--- src/rtl/wide_add_pkg.sv ---
// ---------------------------------------------------------------------------
// wide_add_pkg
// Shared definitions for the multi-precision add sequencer:
//   - state_t          : sequencer FSM states (IDLE, RUN, DONE)
//   - DEFAULT_*        : default slice geometry (8-bit slice, 4 slices)
//   - idxWidth()       : width of the slice index counter, never below 1
// ---------------------------------------------------------------------------
package wide_add_pkg;

    localparam int DEFAULT_SLICE_WIDTH = 8;
    localparam int DEFAULT_NUM_SLICES  = 4;

    typedef enum logic [1:0] {
        IDLE = 2'd0,
        RUN  = 2'd1,
        DONE = 2'd2
    } state_t;

    // A single-slice configuration still needs a 1-bit counter so the
    // index register never collapses to zero width.
    function automatic int idxWidth(input int numSlices);
        return (numSlices > 1) ? $clog2(numSlices) : 1;
    endfunction

endpackage

--- src/rtl/adder_nbit.sv ---
// ---------------------------------------------------------------------------
// adder_nbit
// Plain ripple-carry adder slice, purely combinational.
// Ports:
//   a, b      in  BIT_WIDTH  addends
//   carry_in  in  1          carry into bit 0
//   sum       out BIT_WIDTH  a + b + carry_in, modulo 2^BIT_WIDTH
//   overflow  out 1          carry out of the top bit
// ---------------------------------------------------------------------------
module adder_nbit #(
    parameter int BIT_WIDTH = 8
) (
    input  logic [BIT_WIDTH-1:0] a,
    input  logic [BIT_WIDTH-1:0] b,
    input  logic                 carry_in,
    output logic [BIT_WIDTH-1:0] sum,
    output logic                 overflow
);

    logic [BIT_WIDTH:0] w_carry;

    assign w_carry[0] = carry_in;

    // One full adder per bit; the carry chain is the slice's critical path.
    for (genvar i = 0; i < BIT_WIDTH; i++) begin : g_bit
        assign sum[i]       = a[i] ^ b[i] ^ w_carry[i];
        assign w_carry[i+1] = (a[i] & b[i]) | (w_carry[i] & (a[i] ^ b[i]));
    end

    assign overflow = w_carry[BIT_WIDTH];

endmodule

--- src/rtl/wide_add_sequencer.sv ---
// ---------------------------------------------------------------------------
// wide_add_sequencer
// Computes a NUM_SLICES*SLICE_WIDTH-bit sum by feeding one shared
// SLICE_WIDTH-bit adder slice, least significant slice first, carrying the
// slice overflow forward in a register between cycles.
// Ports:
//   i_clk        in  1  clock, rising edge
//   i_rst        in  1  synchronous active-high reset
//   i_start      in  1  request, taken only while o_ready is high
//   i_op_a       in  W  operand A, captured on the accepted start
//   i_op_b       in  W  operand B, captured on the accepted start
//   i_carry_in   in  1  initial carry, captured on the accepted start
//   o_ready      out 1  idle and able to accept a request
//   o_busy       out 1  an operation is in flight (RUN or DONE)
//   o_done       out 1  single-cycle pulse, result/carry valid this cycle
//   o_result     out W  registered sum, updated only entering DONE
//   o_carry_out  out 1  registered carry out of bit W-1
// ---------------------------------------------------------------------------
module wide_add_sequencer
    import wide_add_pkg::*;
#(
    parameter int SLICE_WIDTH = DEFAULT_SLICE_WIDTH,
    parameter int NUM_SLICES  = DEFAULT_NUM_SLICES
) (
    input  logic                              i_clk,
    input  logic                              i_rst,
    input  logic                              i_start,
    input  logic [SLICE_WIDTH*NUM_SLICES-1:0] i_op_a,
    input  logic [SLICE_WIDTH*NUM_SLICES-1:0] i_op_b,
    input  logic                              i_carry_in,
    output logic                              o_ready,
    output logic                              o_busy,
    output logic                              o_done,
    output logic [SLICE_WIDTH*NUM_SLICES-1:0] o_result,
    output logic                              o_carry_out
);

    localparam int W     = SLICE_WIDTH * NUM_SLICES;
    localparam int IDX_W = idxWidth(NUM_SLICES);
    localparam logic [IDX_W-1:0] LAST_IDX = IDX_W'(NUM_SLICES - 1);

    state_t                 r_state;
    state_t                 w_nextState;
    logic [IDX_W-1:0]       r_idx;
    logic                   r_carry;
    logic [W-1:0]           r_shiftA;
    logic [W-1:0]           r_shiftB;
    logic [W-1:0]           r_shiftSum;
    logic [W-1:0]           r_result;
    logic                   r_carryOut;

    logic [SLICE_WIDTH-1:0] w_sliceSum;
    logic                   w_sliceOverflow;
    logic [W+SLICE_WIDTH-1:0] w_sumCat;
    logic [W-1:0]           w_sumNext;
    logic                   w_lastSlice;

    // The single shared slice always looks at the bottom slice of the
    // operand shift registers; the FSM decides when its output is used.
    adder_nbit #(
        .BIT_WIDTH (SLICE_WIDTH)
    ) u_adder (
        .a        (r_shiftA[SLICE_WIDTH-1:0]),
        .b        (r_shiftB[SLICE_WIDTH-1:0]),
        .carry_in (r_carry),
        .sum      (w_sliceSum),
        .overflow (w_sliceOverflow)
    );

    // New slice sums enter at the top and everything moves down one slice,
    // so after NUM_SLICES steps slice 0 sits at the bottom. Concatenating
    // before the shift keeps this valid when there is only one slice.
    assign w_sumCat    = {w_sliceSum, r_shiftSum} >> SLICE_WIDTH;
    assign w_sumNext   = w_sumCat[W-1:0];
    assign w_lastSlice = (r_idx == LAST_IDX);

    // State register.
    always_ff @(posedge i_clk) begin
        if (i_rst) begin
            r_state <= IDLE;
        end else begin
            r_state <= w_nextState;
        end
    end

    // Next-state and handshake outputs. DONE always returns to IDLE, so any
    // start seen while busy is simply dropped.
    always_comb begin
        w_nextState = r_state;
        o_ready     = 1'b0;
        o_busy      = 1'b0;
        o_done      = 1'b0;
        unique case (r_state)
            IDLE: begin
                o_ready = 1'b1;
                if (i_start) begin
                    w_nextState = RUN;
                end
            end
            RUN: begin
                o_busy = 1'b1;
                if (w_lastSlice) begin
                    w_nextState = DONE;
                end
            end
            DONE: begin
                o_busy      = 1'b1;
                o_done      = 1'b1;
                w_nextState = IDLE;
            end
            default: begin
                w_nextState = IDLE;
            end
        endcase
    end

    // Datapath: capture operands on an accepted start, then step one slice
    // per RUN cycle. The output registers load from the same-edge shifted
    // sum so they are already valid in the DONE cycle.
    always_ff @(posedge i_clk) begin
        if (i_rst) begin
            r_idx      <= '0;
            r_carry    <= 1'b0;
            r_shiftA   <= '0;
            r_shiftB   <= '0;
            r_shiftSum <= '0;
            r_result   <= '0;
            r_carryOut <= 1'b0;
        end else begin
            unique case (r_state)
                IDLE: begin
                    if (i_start) begin
                        r_shiftA <= i_op_a;
                        r_shiftB <= i_op_b;
                        r_carry  <= i_carry_in;
                        r_idx    <= '0;
                    end
                end
                RUN: begin
                    r_shiftA   <= r_shiftA >> SLICE_WIDTH;
                    r_shiftB   <= r_shiftB >> SLICE_WIDTH;
                    r_shiftSum <= w_sumNext;
                    r_carry    <= w_sliceOverflow;
                    r_idx      <= r_idx + 1'b1;
                    if (w_lastSlice) begin
                        r_result   <= w_sumNext;
                        r_carryOut <= w_sliceOverflow;
                    end
                end
                default: begin
                end
            endcase
        end
    end

    assign o_result    = r_result;
    assign o_carry_out = r_carryOut;

endmodule

--- config.mk ---
export PLATFORM = sky130hd
export DESIGN_NAME = wide_add_sequencer
export DESIGN_NICKNAME = d
export VERILOG_FILES = /design/src/rtl/wide_add_pkg.sv /design/src/rtl/adder_nbit.sv /design/src/rtl/wide_add_sequencer.sv
export SDC_FILE = /design/constraint.sdc
export NUM_CORES = 1
export LEC_CHECK = 0
export ABC_CLOCK_PERIOD_IN_PS = 6100
export CORE_UTILIZATION = 25
export DETAILED_ROUTE_END_ITERATION = 12
export PLACE_DENSITY = 0.44
export SYNTH_ARGS = -nofsm -noshare
export SYNTH_HDL_FRONTEND = slang
export SYNTH_SLANG_ARGS = --single-unit
--- constraint.sdc ---
create_clock -name i_clk -period 6.1 [get_ports i_clk]
set_input_delay 0.915 -clock i_clk [delete_from_list [all_inputs] [get_ports i_clk]]
set_output_delay 0.915 -clock i_clk [all_outputs]
set_load 0.02 [all_outputs]
==> metrics.txt, run 1 <==
outcome=complete, no violations; synthesized instance count=549; layout cell share with drive strength beyond 1=5.625%; Critical Path AT=4.07 ns; vias per cell=4.338; Slew Limit Headroom=28.09%; Tmin final=3.742 ns; post-layout total power=2.231 mW; Worst Skew=0.01561 ns; met1 Use GR=14.05%; post-cts gate resize count=0; Num CTS Buffers=17; reg2reg start=r_carry; layout net count=710; max-cap viol count=0; Wirelength per Cell=13.39 µm; Final Instance Area=0.006934 mm²; total grt overflow=0; I/O Buffers=103; Synth area leaders=dfxtp_1 (49%), mux2i_1 (14%), a211oi_1 (8.0%); Slew Limit Fails=0; Cell Area, Placed=0.006329 mm²; sequential share of the synthesized area=48.74%; cell-internal power=1.705 mW; Post-Synth XOR/XNOR Area=0%; chip width=145.9 µm; mapped cell area=0.005175 mm²; Net Switching=0.5258 mW; CP Launch Type=flop; commonest non-fill, non-tap cells in the layout=dfxtp_1 (126), clkdlybuf4s50_1 (102), nand2_1 (78); post-DP HPWL=8291 µm; Hold Path Origin=r_shiftB[30]; Area growth syn-to-layout=33.99%; # hold bufs at CTS=0; most common cell after layout, fill and taps aside=dfxtp_1; FP Rows=52; final clock period utilization by the worst path=61.35%; crit path max fanout=2; WL final=12190 µm; core area=0.02023 mm²; RR Endpoint=r_shiftSum[31]; Ant. Diodes=0; Root Driver=clkbuf_16; Yosys cell types=23; Avg Cell Area, Syn=9.426 µm²; CTS tree=built; Seq pwr share=41.0%; clk buf depth=2; antenna-violating nets left=0; fmax=267.2 MHz; GR Util met3=4.357%; vias in the first global route=3924; Clock Latency Late Sink=0.42 ns; sw frac=23.57%; Max VDD drop=0.1943 mV; actual slew at the worst max-slew pin=1.058 ns; Setup-failing EPs final=0; number of setup buffers added after CTS=0; final RePlAce weighted congestion=0.7286; LEAKAGE=2.460 nW; Combinational Power Share=12.6%; Hold EP=r_shiftB[30]; Vias=3948; worst hold path type=reg2reg; die footprint=0.02128 mm²; Clock power frac=46.4%; final worst hold slack=0.4502 ns; Yosys Warn Count=0; H-tree Lvls=4; largest family of logic cells by synthesized area=simple AND/OR/NAND/NOR gates; post-synthesis simple-gate area fraction=14.29%; Critical Setup Path Class=reg2reg; Synth area leader=dfxtp_1; IO Pins=104; PwrDens=321.7 mW/mm²; top-area cell type share of the netlist area=48.74%; # DRC=0; multi-input logic area=0.002369 mm²; Layout Utilization=34.27%; Die Height=145.9 µm; initial core utilization=25.58%; post-synthesis compound-gate area fraction=12.89%; Register Area=0.002522 mm²; first-pass GRT wire length=19890 µm; most used routing layer=met2; Synth Area in Adders=4.062%; CP required=6.42 ns; RSZ-0062 raised after global routing=no; GR Util All Layers=11.93%; largest net degree at the start of global routing=79; Syn Nets=629; CP Capture Type=flop; Hold Violations, Final=0; TritonCTS Sinks=126; hold path cells=2; drt first pass iters=4; 1st-iter DRT viols=129; met2 Use GR=19.50%; Reg2Reg Setup Slack=2.36 ns; synthesized flop and latch total=126; initial antenna violation count=0; FILL cells=2071; mux cell area share after synthesis=14.22%; setup TNS=0 ns; R2R cell count=12; Clock transition at path regs=0.05 ns
per-layer routing:
metal	vias to the layer above	share of wire (%)
met5	-	0
met4	0	1.4
met3	14	6.9
met2	100	46
met1	1775	46
li1	2059	-
per-stage QoR:
stage	worst slack, ns	cells
4_1_cts	2.338	910
5_1_grt	2.192	910
6_report	2.358	910
2_1_floorplan	2.500	549
3_3_place_gp	2.384	881
3_5_place_dp	2.342	881
sequential cells by signal (all words and copies together), names as in the netlist:
register / count
r_idx: 2
o_carry_out: 1
r_shiftA: 32
r_state: 2
o_result: 32
r_shiftB: 32
r_shiftSum: 24
r_carry: 1
layout make-up:
cell class	instances	area share, %
Tap cell	270	4.872
Multi-Input combinational cell	367	34.16
Inverter	11	0.5955
Sequential cell	126	36.38
Clock buffer	23	7.182
Timing Repair Buffer	107	15.27
Clock inverter	6	1.552
worst max-delay path, cell delays in order, from the launching register on:
cell and delay [ns]:
dfxtp_1 0.32, fa_1 0.41, inv_1 0.07, fa_1 0.16, inv_1 0.05, fa_1 0.37, fa_1 0.39, fa_1 0.39
fa_1 0.39, fa_1 0.37, inv_1 0.07, fa_1 0.44, a211oi_1 0.23
power by group through the flow:
stage / combinational (mW) / clock [mW] / sequential [mW]
2_1_floorplan: 0.208 / 0 / 0.921
3_3_place_gp: 0.284 / 0 / 0.931
3_5_place_dp: 0.287 / 0 / 0.933
4_1_cts: 0.288 / 1.07 / 0.915
5_1_grt: 0.315 / 1.10 / 0.922
6_report: 0.281 / 1.04 / 0.914
how the worst max path moves through the flow:
stage,from,end,slack [ns],cells after the start
after floorplan,r_carry,r_shiftSum[31],2.50,12
after global placement,r_carry,r_shiftSum[31],2.38,12
after detailed placement,r_carry,r_shiftSum[31],2.34,12
after CTS,r_carry,r_shiftSum[31],2.34,12
after global routing,r_carry,o_result[31],2.19,12
final,r_carry,r_shiftSum[31],2.36,12
cells in the mapped netlist:
| library cell | n |
|---|---|
| a211oi_1 | 55 |
| a21oi_1 | 49 |
| a32oi_1 | 1 |
| and2_1 | 1 |
| buf_1 | 2 |
| buf_2 | 21 |
| buf_4 | 2 |
| buf_6 | 7 |
| clkbuf_1 | 12 |
| clkbuf_4 | 1 |
| dfxtp_1 | 126 |
| fa_1 | 8 |
| ha_1 | 4 |
| inv_1 | 11 |
| mux2_2 | 1 |
| mux2i_1 | 71 |
| mux2i_2 | 1 |
| nand2_1 | 78 |
| nand2b_1 | 2 |
| nand3b_1 | 17 |
| nor2_1 | 77 |
| nor2b_1 | 1 |
| nor3_1 | 1 |
logic make-up (layout without fill, tap and decap cells):
family	after synthesis	count (layout)
AO/OA/AOI/OAI	105	105
adder cells (fa/ha/maj)	12	12
buffers and inverters	56	147
flip-flops	126	126
multiplexers	73	73
AND/OR/NAND/NOR	177	177
(Power assumes the default switching activity.)
==> run 2: changes to the inputs <==
- ABC_CLOCK_PERIOD_IN_PS: 6100 -> 3800
- clock period: 6.1 -> 3.8 ns (I/O delays scaled with it)
==> run 2 against run 1 <==
Against the previous run:
- wire length up 2.1%
- cell count up 0.55%
- register-to-register slack got worse by 2.2 ns
- non-clock buffer count is 2 higher
- combinational power rose by 64%
- via count grew 0.46%
- critical path type unchanged
- highest routed layer unchanged
==> metrics.txt, run 2 (synthesis results as in run 1) <==
most common cell after layout, fill and taps aside=dfxtp_1; Slew Limit Headroom=30.41% (+2.3 points); FP Rows=52 (unchanged); final std cells w/o fill=915 (+0.55%); Die Height=145.9 µm (unchanged); final clock period utilization by the worst path=95.50% (+34 points); CP required=4.13 ns (-2.29 ns); Num CTS Buffers=17 (unchanged); Setup-failing EPs final=0 (unchanged); drt first pass iters=4 (unchanged); CP Capture Type=flop; Clock power frac=43.9% (-2.5 points); final worst hold slack=0.4507 ns (+0.0005780 ns); Final Instance Area=0.006915 mm² (-0.27%); total grt overflow=0 (unchanged); most used routing layer=met2; Worst Skew=0.007643 ns (-0.007965 ns); met1 Use GR=14.75% (+0.70 points); worst hold path type=reg2reg; Max VDD drop=0.3401 mV (+75%); post-DP HPWL=8523 µm (+2.8%); # DRC=0 (unchanged); clk buf depth=2 (unchanged); GR Util All Layers=12.16% (+0.23 points); 1st-iter DRT viols=151 (+17%); Tmin final=3.629 ns (-0.1132 ns); PwrDens=498.0 mW/mm² (+55%); Reg2Reg Setup Slack=0.17 ns (-2.19 ns); met2 Use GR=19.35% (-0.14 points); largest net degree at the start of global routing=95 (+20%); Root Driver=clkbuf_16; Cell Area, Placed=0.006344 mm² (+0.24%); setup TNS=0 ns (unchanged); initial core utilization=25.58% (unchanged); Critical Path AT=3.96 ns (-0.11 ns); CP Launch Type=flop; antenna-violating nets left=0 (unchanged); FILL cells=2087 (+0.77%); core area=0.02023 mm² (unchanged); Vias=3966 (+0.46%); hold path cells=2 (unchanged); outcome=complete, no violations; max-cap viol count=0 (unchanged); initial antenna violation count=0 (unchanged); crit path max fanout=2 (unchanged); Wirelength per Cell=13.60 µm (+1.6%); reg2reg start=r_carry; R2R cell count=12 (unchanged); layout net count=712 (+0.28%); RSZ-0062 raised after global routing=no; Seq pwr share=42.7% (+1.7 points); Hold EP=o_result[21]; RR Endpoint=r_shiftSum[31]; vias in the first global route=3903 (-0.54%); LEAKAGE=2.434 nW (-1.0%); GR Util met3=5.047% (+0.69 points); Slew Limit Fails=0 (unchanged); Hold Path Origin=o_result[21]; WL final=12450 µm (+2.1%); final RePlAce weighted congestion=0.7186 (-1.4%); Clock Latency Late Sink=0.41 ns (about the same); number of setup buffers added after CTS=0 (unchanged); first-pass GRT wire length=20390 µm (+2.5%); vias per cell=4.334 (about the same); Critical Setup Path Class=reg2reg; Area growth syn-to-layout=33.63%; Net Switching=0.8838 mW (+68%); Clock transition at path regs=0.05 ns (about the same); H-tree Lvls=4 (unchanged); commonest non-fill, non-tap cells in the layout=dfxtp_1 (126), clkdlybuf4s50_1 (102), nand2_1 (78); Combinational Power Share=13.4% (+0.8 points); Post-Place Cells=883 (+0.23%); TritonCTS Sinks=126 (unchanged); chip width=145.9 µm (unchanged); CTS tree=built; fmax=275.6 MHz (+3.1%); Ant. Diodes=0 (unchanged); IO Pins=104 (unchanged); sw frac=25.66% (+2.1 points); Hold Violations, Final=0 (unchanged); actual slew at the worst max-slew pin=1.024 ns (-0.03410 ns); I/O Buffers=103 (unchanged); cell-internal power=2.560 mW (+50%); layout cell share with drive strength beyond 1=7.287% (+1.7 points); die footprint=0.02128 mm² (unchanged)
run 2: power groups by stage:
stage	logic (mW)	registers [mW]	clock network, mW
detailed placement	0.463	1.50	0
floorplan	0.334	1.48	0
global placement	0.458	1.50	0
CTS	0.465	1.47	1.56
global route	0.513	1.48	1.63
finish	0.462	1.47	1.51
run 2: area by class of cell:
| cell class | instances | area (µm²) | area share, % |
|---|---|---|---|
| inverter | 11 | 41.29 | 0.5971 |
| multi-input combinational | 367 | 2389 | 34.54 |
| timing repair buffer | 109 | 1074 | 15.52 |
| tap | 270 | 337.8 | 4.885 |
| clock inverter | 12 | 95.09 | 1.375 |
| clock buffer | 20 | 456.7 | 6.604 |
| sequential | 126 | 2522 | 36.48 |
run 2: metal layers:
layer | vias to the layer above | share of wire [%]
met2 | 101 | 46
met3 | 5 | 6.8
li1 | 2053 | -
met5 | - | 0
met1 | 1807 | 47
met4 | 0 | 0.64
run 2: through the flow:
step | power [mW] | setup slack (ns) | utilization (%)
finish | 3.444 | 0.1710 | 34.18
CTS | 3.493 | 0.04764 | 34.09
global route | 3.627 | 0.01800 | 34.18
global placement | 1.954 | 0.04975 | 31.35
detailed placement | 1.961 | 0.01054 | 31.35
floorplan | 1.813 | 0.1995 | -
run 2: worst max-delay path by stage:
stage                  from        endpoint  slack (ns)
finish              r_carry  r_shiftSum[31]        0.17
detailed placement  r_carry  r_shiftSum[31]        0.01
floorplan           r_carry  r_shiftSum[31]        0.20
CTS                 r_carry  r_shiftSum[31]        0.05
global route        r_carry  r_shiftSum[31]        0.02
global placement    r_carry  r_shiftSum[31]        0.05
run 2: timing repair:
item | in CTS | in global routing
pin swaps | 0 | 1
hold buffers | 0 | 0
endpoints found under the hold margin | 0 | 0
cloned | 0 | 0
resized for setup | 1 | 5
setup endpoints to repair | 1 | 2
run 2: worst max-delay path: stages (launching register included):
cell and delay (ns):
dfxtp_1 0.33, fa_1 0.41, inv_1 0.08, fa_1 0.16, inv_1 0.05, fa_2 0.34
fa_2 0.36, fa_2 0.35, fa_2 0.35, fa_1 0.36, inv_1 0.08, fa_1 0.46
a211oi_2 0.22
==> run 3: changes to the inputs <==
- HOLD_SLACK_MARGIN: unset -> 0.02
==> results of run 3 <==
Final layout, timing and power as in run 2 (identical DEF).
